===== config.mk =====
export PLATFORM = sky130hd
export DESIGN_NAME = flag_wb_stage
export DESIGN_NICKNAME = d
export VERILOG_FILES = /design/src/rtl/cpu_pkg.sv /design/src/rtl/skid_fifo2.sv /design/src/rtl/flag_wb_stage.sv
export SDC_FILE = /design/constraint.sdc
export NUM_CORES = 1
export LEC_CHECK = 0
export CAP_MARGIN = 20
export CORE_MARGIN = 10
export CORE_UTILIZATION = 45
export CTS_CLUSTER_DIAMETER = 100
export CTS_CLUSTER_SIZE = 40
export DETAILED_ROUTE_END_ITERATION = 7
export GPL_TIMING_DRIVEN = 0
export PLACE_DENSITY = 0.75
export RECOVER_POWER = 50
export SYNTH_ARGS = -nofsm -noshare
export SYNTH_HDL_FRONTEND = slang
export SYNTH_HIERARCHICAL = 1
export SYNTH_SLANG_ARGS = --single-unit

===== constraint.sdc =====
create_clock -name clk -period 1.7 [get_ports clk]
set_input_delay 0.255 -clock clk [delete_from_list [all_inputs] [get_ports clk]]
set_output_delay 0.255 -clock clk [all_outputs]
set_load 0.03 [all_outputs]

===== src/rtl/cpu_pkg.sv =====
// rtl/cpu_pkg.sv - shared opcode, branch condition and flag encodings for the CPU datapath
package cpu_pkg;

  localparam logic [1:0] CLASS_ALU = 2'b11;
  localparam logic [4:0] CLASS_BR  = 5'b10111;

  localparam logic [3:0] OP_ADD = 4'b0000;
  localparam logic [3:0] OP_SUB = 4'b0001;
  localparam logic [3:0] OP_AND = 4'b0010;
  localparam logic [3:0] OP_OR  = 4'b0011;
  localparam logic [3:0] OP_XOR = 4'b0100;
  localparam logic [3:0] OP_CMP = 4'b0101;
  localparam logic [3:0] OP_MOV = 4'b1000;

  localparam logic [2:0] COND_BE  = 3'b000;
  localparam logic [2:0] COND_BLT = 3'b001;
  localparam logic [2:0] COND_BLE = 3'b010;
  localparam logic [2:0] COND_BNE = 3'b011;

  localparam int FLAG_S = 3;
  localparam int FLAG_Z = 2;
  localparam int FLAG_C = 1;
  localparam int FLAG_V = 0;

  typedef enum logic [1:0] {
    FIFO_EMPTY = 2'd0,
    FIFO_ONE   = 2'd1,
    FIFO_FULL  = 2'd2
  } fifo_state_e;

  function automatic logic op3_valid(input logic [3:0] op3);
    logic ok;
    case (op3)
      OP_ADD, OP_SUB, OP_AND, OP_OR, OP_XOR, OP_CMP, OP_MOV: ok = 1'b1;
      default:                                               ok = 1'b0;
    endcase
    return ok;
  endfunction

  // Conditions 100-111 are not branches at all, so they never resolve taken.
  function automatic logic br_resolve(input logic [2:0] cond, input logic [3:0] f);
    logic lt;
    logic taken;
    lt = f[FLAG_S] ^ f[FLAG_V];
    case (cond)
      COND_BE:  taken = f[FLAG_Z];
      COND_BLT: taken = lt;
      COND_BLE: taken = f[FLAG_Z] | lt;
      COND_BNE: taken = ~f[FLAG_Z];
      default:  taken = 1'b0;
    endcase
    return taken;
  endfunction

endpackage


===== src/rtl/skid_fifo2.sv =====
// rtl/skid_fifo2.sv - two-entry valid/ready buffer with registered-state-only in_ready
module skid_fifo2
  import cpu_pkg::*;
#(
  parameter int W = 8
) (
  input  logic         clk,
  input  logic         rst_n,
  input  logic         in_valid,
  output logic         in_ready,
  input  logic [W-1:0] in_data,
  output logic         out_valid,
  input  logic         out_ready,
  output logic [W-1:0] out_data
);

  fifo_state_e  state_q, state_d;
  logic [W-1:0] mem_q [2];
  logic [W-1:0] mem_d [2];
  logic         wr_ptr_q, wr_ptr_d;
  logic         rd_ptr_q, rd_ptr_d;
  logic         push, pop;

  // rst_n gating keeps the stage closed while reset is held; no dependence on out_ready.
  assign in_ready  = rst_n & (state_q != FIFO_FULL);
  assign out_valid = (state_q != FIFO_EMPTY);
  assign out_data  = mem_q[rd_ptr_q];

  always_comb begin
    push     = in_valid & in_ready;
    pop      = out_valid & out_ready;
    mem_d    = mem_q;
    wr_ptr_d = wr_ptr_q;
    rd_ptr_d = rd_ptr_q;
    state_d  = state_q;
    if (push) begin
      mem_d[wr_ptr_q] = in_data;
      wr_ptr_d        = ~wr_ptr_q;
    end
    if (pop) begin
      rd_ptr_d = ~rd_ptr_q;
    end
    case (state_q)
      FIFO_EMPTY: if (push) state_d = FIFO_ONE;
      FIFO_ONE: begin
        if (push && !pop)      state_d = FIFO_FULL;
        else if (pop && !push) state_d = FIFO_EMPTY;
      end
      FIFO_FULL:  if (pop) state_d = FIFO_ONE;
      default:    state_d = FIFO_EMPTY;
    endcase
  end

  always_ff @(posedge clk or negedge rst_n) begin
    if (!rst_n) begin
      state_q  <= FIFO_EMPTY;
      mem_q    <= '{default: '0};
      wr_ptr_q <= 1'b0;
      rd_ptr_q <= 1'b0;
    end else begin
      state_q  <= state_d;
      mem_q    <= mem_d;
      wr_ptr_q <= wr_ptr_d;
      rd_ptr_q <= rd_ptr_d;
    end
  end

endmodule


===== src/rtl/flag_wb_stage.sv =====
// rtl/flag_wb_stage.sv - ALU write-back stage: decode, flag register, branch resolve, 2-entry buffer
module flag_wb_stage
  import cpu_pkg::*;
#(
  parameter int         WIDTH    = 16,
  parameter logic [3:0] FLAG_RST = 4'b0000
) (
  input  logic             clk,
  input  logic             rst_n,
  input  logic             in_valid,
  output logic             in_ready,
  input  logic [WIDTH-1:0] in_x,
  input  logic [3:0]       in_code,
  input  logic [15:0]      in_instr,
  output logic             out_valid,
  input  logic             out_ready,
  output logic             wb_en,
  output logic [2:0]       wb_addr,
  output logic [WIDTH-1:0] wb_data,
  output logic             br_valid,
  output logic             br_taken,
  output logic [3:0]       flags
);

  localparam int REC_W = WIDTH + 6;

  logic [3:0]       flags_q, flags_d;
  logic             is_alu, is_br, op_ok, accept;
  logic [3:0]       op3;
  logic [2:0]       rd;
  logic             rec_wb_en, rec_br_valid, rec_br_taken;
  logic [REC_W-1:0] in_rec, head_rec;
  logic             head_valid;
  logic             h_wb_en, h_br_valid, h_br_taken;
  logic [2:0]       h_wb_addr;
  logic [WIDTH-1:0] h_wb_data;
  logic             unused_instr_bits;

  assign unused_instr_bits = ^in_instr[3:0];

  always_comb begin
    is_alu       = (in_instr[15:14] == CLASS_ALU);
    is_br        = (in_instr[15:11] == CLASS_BR);
    op3          = in_instr[7:4];
    rd           = in_instr[10:8];
    op_ok        = op3_valid(op3);
    accept       = in_valid & in_ready;
    rec_wb_en    = is_alu & op_ok & (op3 != OP_CMP);
    rec_br_valid = is_br & (rd <= COND_BNE);
    // Branches resolve against flags_q, which already holds any update from the previous accept.
    rec_br_taken = rec_br_valid & br_resolve(rd, flags_q);
    in_rec       = {rec_wb_en, rd, rec_br_valid, rec_br_taken, in_x};
    flags_d      = flags_q;
    if (accept && is_alu && op_ok) begin
      flags_d = in_code;
    end
  end

  always_ff @(posedge clk or negedge rst_n) begin
    if (!rst_n) begin
      flags_q <= FLAG_RST;
    end else begin
      flags_q <= flags_d;
    end
  end

  skid_fifo2 #(.W(REC_W)) u_buf (
    .clk       (clk),
    .rst_n     (rst_n),
    .in_valid  (in_valid),
    .in_ready  (in_ready),
    .in_data   (in_rec),
    .out_valid (head_valid),
    .out_ready (out_ready),
    .out_data  (head_rec)
  );

  assign {h_wb_en, h_wb_addr, h_br_valid, h_br_taken, h_wb_data} = head_rec;

  assign out_valid = head_valid;
  assign wb_en     = head_valid & h_wb_en;
  assign wb_addr   = head_valid ? h_wb_addr : 3'd0;
  assign wb_data   = head_valid ? h_wb_data : '0;
  assign br_valid  = head_valid & h_br_valid;
  assign br_taken  = head_valid & h_br_taken;
  assign flags     = flags_q;

endmodule


# Word level (Yosys, flattened, before mapping)
# Cells that the tools add are included.
# word_totals
regBits,52
output_inout_bits,28
rom_bits,0
mem_count,0
mem_bits_rw,0
latchBits,0
inputBits,40
elab_cells,73
# op_classes
add_sub_neg,0
reduce_logical,13
eq_ne,18
n_lt_le_gt_ge,4
shifts,0
n_div,0
n_bitwise,17
mul,0
mux,15
# ops
op,n
22-bit 2-to-1 mux,4
44-bit bitwise mux,1
22-bit demux with 1-bit select,1
16-bit 2-to-1 mux,1
1-bit bitwise AND,10
4-bit by 2-bit == test with 1-bit output (second input constant),2
4-bit by 3-bit == test with 1-bit output (second input constant),2
2-bit 2-to-1 mux,4
7-bit OR reduction,1
3-bit by 2-bit == test with 1-bit output (second input constant),2
2-bit case mux with 3 select lines,1
5-bit == test (second input constant),1
1-bit logical AND,5
2-bit == test (second input constant),2
4-bit by 1-bit == test with 1-bit output (second input constant),1
4-bit == test (second input constant),1
2-bit greater-or-equal comparator (second input constant),2
4-bit logical NOT,1
2-bit inequality test (second input constant),2
4-bit by 3-bit inequality test with 1-bit output (second input constant),1
1-bit inverter with 2-bit output,2
1-bit case mux with 4 select lines,1
3-bit by 1-bit == test with 1-bit output (second input constant),1
3-bit by 2-bit less-or-equal comparator with 1-bit output (second input constant),1
other kinds (14),17

# Logic depth before layout (Yosys ltp)
# logic_depth
depth_word,8
ltp_mapped,5

# By module
# Netlist, hierarchy kept.
# modules_own_cells
module,n_inst,area_per_inst_um2,cells_per_inst
skid_fifo2,1,2217.1,138
flag_wb_stage,1,409.1,48

# Least setup slack after synthesis
# OpenSTA, ideal clock, no wires.
# synth_timing
path_type,reg2reg
startpoint,reg u_buf.state_q[0]
endpoint,"reg flags_q[0], in the netlist flags[0]"
arrival_time_ps,1568
synth_period_minus_slack_ps,1695
setup_ps,128
path_slack_ps,5
path_stages_with_launch,6
required_ps,1572
path_cell_list,dfrtp_1 -> nand2b_2 -> and2_1 -> and4_1 -> o21ai_2 -> mux2_1
# synth_via
elab_chain_len,5
# synth_rtl
item,line_no,text
from (decl),skid_fifo2.sv:17,"fifo_state_e state_q, state_d;"
from (signal assigned),skid_fifo2.sv:61,state_q <= state_d;
2-bit inequality test,skid_fifo2.sv:25,assign in_ready = rst_n & (state_q != FIFO_FULL);
1-bit bitwise AND,skid_fifo2.sv:25,
via in_ready,flag_wb_stage.sv:11,"output logic in_ready,"
1-bit bitwise AND,flag_wb_stage.sv:47,accept = in_valid & in_ready;
1-bit logical AND (2 in a row),flag_wb_stage.sv:54,if (accept && is_alu && op_ok) begin
to (signal assigned),flag_wb_stage.sv:63,flags_q <= flags_d;
to (decl),flag_wb_stage.sv:27,"logic [3:0] flags_q, flags_d;"
# The timed path passes the listed nets, and every way through them passes these cells.
# A chain may end at the register's enable or synchronous reset.

# Worst setup path in the final report
# layout_timing
startpoint,reg u_buf.rd_ptr_q
endpoint,out wb_en
# layout_via
elab_chain_len,5
# layout_rtl
item,line_no,text
from (decl),skid_fifo2.sv:21,"logic rd_ptr_q, rd_ptr_d;"
from (signal assigned),skid_fifo2.sv:64,rd_ptr_q <= rd_ptr_d;
1-bit inverter with 2-bit output (implied by the code),skid_fifo2.sv:27,assign out_data = mem_q[rd_ptr_q];
22-bit 2-to-1 mux (implied by the code) (3 in a row),skid_fifo2.sv:27,
via head_rec[21],flag_wb_stage.sv:32,"logic [REC_W-1:0] in_rec, head_rec;"
1-bit bitwise AND,flag_wb_stage.sv:81,assign wb_en = head_valid & h_wb_en;
to (decl),flag_wb_stage.sv:17,"output logic wb_en,"
# The timed path passes the listed nets, and every way through them passes these cells. The select of a mux whose other input is x is not followed.

==> impl_metrics.env <==
export IMPL_fillerInstances=455
export IMPL_drtAntennaViolNets=0
export IMPL_gp_congestion=0.683
export IMPL_required_ps=1440
export IMPL_vias=1727
export IMPL_rows=27
export IMPL_synth_top_family_by_area="multiplexers"
export IMPL_synth_cells=186
export IMPL_die_area_sq_um=9290
export IMPL_finalSetupViolations=22
export IMPL_critPathArrivalTime_ps=1560
export IMPL_status="finished, violations left"
export IMPL_place_inst=322
export IMPL_worstPathMaxFanout=5
export IMPL_fin_nets=309
export IMPL_synth_fa_ha_area_share_pct=0
export IMPL_port_buffers=63
export IMPL_synth_mux_area_fraction_pct=33.3
export IMPL_vias_per_cell=5.05
export IMPL_relSlewSlack_pct=44.1
export IMPL_syn_area_sq_um=2630
export IMPL_synth_xor_area_share_pct=0.667
export IMPL_skew_ps=8.45
export IMPL_insertion_delay_ps=300
export IMPL_finalCritPeriodShare_pct=107
export IMPL_crit_type="flop to output pin"
export IMPL_synth_largest_area_cell="dfrtp_1"
export IMPL_die_height_um=96.4
export IMPL_area_growth_pct=40.1
export IMPL_hpwlAfterDp_um=4130
export IMPL_endpoint_kind="output pin"
export IMPL_initial_core_util_pct=47.1
export IMPL_ys_seq_area_share_pct=49.5
export IMPL_hold_class="primary input to flop"
export IMPL_maxSlewViolCount=0
export IMPL_layout_drive_gt1_share_pct=47.4
export IMPL_grt_pass1_vias=1846
export IMPL_synth_area_leaders="dfrtp_1 50%, mux2_2 12%, mux2_4 11%"
export IMPL_drc=0
export IMPL_pin_count=68
export IMPL_fin_ws_ps=-112
export IMPL_p_leak_nw=1.72
export IMPL_ys_warn_count=6
export IMPL_violations="setup timing"
export IMPL_cts_root_buffer="clkbuf_8"
export IMPL_grt_pass1_wl_um=9600
export IMPL_worstMarginPinSlew_ps=838
export IMPL_core_area_sq_um=5570
export IMPL_cts_tree="done"
export IMPL_multi_input_area_sq_um=1360
export IMPL_diodes=0
export IMPL_period_minus_slack_ps=1810
export IMPL_finalWirelength_um=5860
export IMPL_p_total_mw=5.36
export IMPL_htree_levels=2
export IMPL_cts_max_path_buffers=2
export IMPL_grt_ovfl_total=0
export IMPL_final_cell_mix="49 x dfrtp_1, 38 x clkdlybuf4s50_1, 35 x mux2_4"
export IMPL_place_area_sq_um=3360
export IMPL_final_seq_area_sq_um=1310
export IMPL_stdcell_count=342
export IMPL_p_per_area_nw_per_um2=1460
export IMPL_max_cap_viol_count=0
export IMPL_clk_pin_slew_ps=90
export IMPL_avgSynthCellArea_sq_um=14.1
export IMPL_post_place_ws_ps=-492
export IMPL_cts_buffers=5
export IMPL_grt_max_degree=35
export IMPL_hold_viol_final=0
export IMPL_timing_fmax_ghz=0.552
export IMPL_grt_usage_pct=13.1
export IMPL_die_w_um=96.4
export IMPL_yosys_register_bits=52
export IMPL_drtIter0Drc=56
export IMPL_wire_per_inst_um=17.1
export IMPL_syn_num_nets=226
export IMPL_synth_compound_area_share_pct=2.43
export IMPL_vdd_ir_drop_max_mv=0.642
export IMPL_design_area_sq_um=3680
export IMPL_synth_top_area_share_pct=49.5
export IMPL_setup_worst_path_start_class="flop"
export IMPL_yosys_area_share_simple_pct=11.9
export IMPL_synth_cell_types=36
export IMPL_clkSinkCount=52
export IMPL_rsz0062_at_grt="true"
export IMPL_mostFrequentLayoutCell="dfrtp_1"
export IMPL_dr_pass1_iters=3
export IMPL_grt_antenna_before_repair=0
-- Yosys cell counts --
master and number:
clkbuf_1 2, and3_1 1, nand4_4 1, and4_1 1, nor2b_1 3, o21a_1 1, a31oi_1 1, and4bb_2 2
mux2_2 27, mux2_1 23, o22ai_1 1, nand4b_1 1, a21oi_1 2, buf_2 2, buf_6 2, xnor2_1 1
o21ai_2 1, nor3_2 1, xor2_1 1, buf_4 2, nor3_4 1, o211ai_1 1, dfrtp_1 52, inv_1 1
o21ai_0 2, a21boi_0 1, nand2b_1 1, nand2b_2 1, or2_2 1, nor2b_4 1, mux2_4 20, nor2_1 1
nand2_2 1, and2_1 23, nand2_1 2, mux2i_1 1
-- power by group --
part / internal, mW / total [mW] / switching, mW / leakage [nW]
clock: 0.294 / 0.698 / 0.405 / 0.0414
sequential: 1.65 / 1.90 / 0.251 / 0.626
combinational: 1.66 / 2.76 / 1.10 / 1.05
-- critical path: stages, from the launching register on --
cell	delay [ps]
dfrtp_2	460
buf_4	150
buf_6	100
mux2_2	260
and2_4	160
buf_6	130
-- what timing repair did --
action | 4_1_cts | 5_1_grt
endpoints found under the setup margin | 24 | 42
setup buffers | 10 | 2
pin swaps | 0 | 4
hold buffers | 1 | 0
hold endpoints to repair | 18 | 0
cloned | 1 | 0
gates resized for setup | 183 | 34
-- cell families after synthesis --
family / count (synthesis)
AOI/OAI and AO/OA: 10
xor gates and xnor gates: 2
buffers and inverters: 9
DFF: 52
muxes: 71
and+or+nand+nor: 42
-- flip-flops by register name, indices dropped and copies added, names as in the netlist --
name / count
u_buf/state_q: 2
u_buf/mem_q: 44
flags: 4
u_buf/wr_ptr_q: 1
u_buf/rd_ptr_q: 1
-- routing by layer --
metal | part of all wire (%) | track usage [%] | vias up
met3 | 5.7 | 3.24 | 4
met4 | 0.97 | 4.00 | 0
met2 | 48 | 21.3 | 36
li1 | - | - | 826
met5 | 0 | 0 | -
met1 | 45 | 16.9 | 861
-- final timing paths --
path	start	end	slack, ps	cells past startpoint
min in group asynchronous	rst_n	u_buf/mem_q[37]$_DFFE_PN0P_	360	2
worst max-delay path	u_buf/rd_ptr_q$_DFFE_PN0P_	wb_en	-110	5
worst max register to register	u_buf/state_q[1]$_DFFE_PN0P_	u_buf/mem_q[42]$_DFFE_PN0P_	20	5
worst min-delay path	rst_n	u_buf/state_q[1]$_DFFE_PN0P_	350	3
worst min register to register	u_buf/mem_q[43]$_DFFE_PN0P_	u_buf/mem_q[43]$_DFFE_PN0P_	490	1
max in group asynchronous	rst_n	u_buf/state_q[1]$_DFFE_PN0P_	330	2
-- through the flow --
stage          TNS, ps  hold slack [ps]  utilization [%]
2_1_floorplan        0            -40.6                -
3_3_place_gp   -187810              465             60.0
5_1_grt          -3310              386             66.0
6_report         -1510              348             66.0
4_1_cts          -2340             24.4             65.2
3_5_place_dp    -15730              271             60.3
-- final cells by class --
type | count | area share (%)
clock inverters | 2 | 0.442
flip-flops and latches | 52 | 35.5
inverters | 1 | 0.102
plain buffers | 7 | 2.04
multi-input cells | 125 | 37.0
clock buffers | 6 | 1.97
well taps | 72 | 2.45
repair buffers | 77 | 20.5
Note: power is estimated with default switching activity, not from simulation.
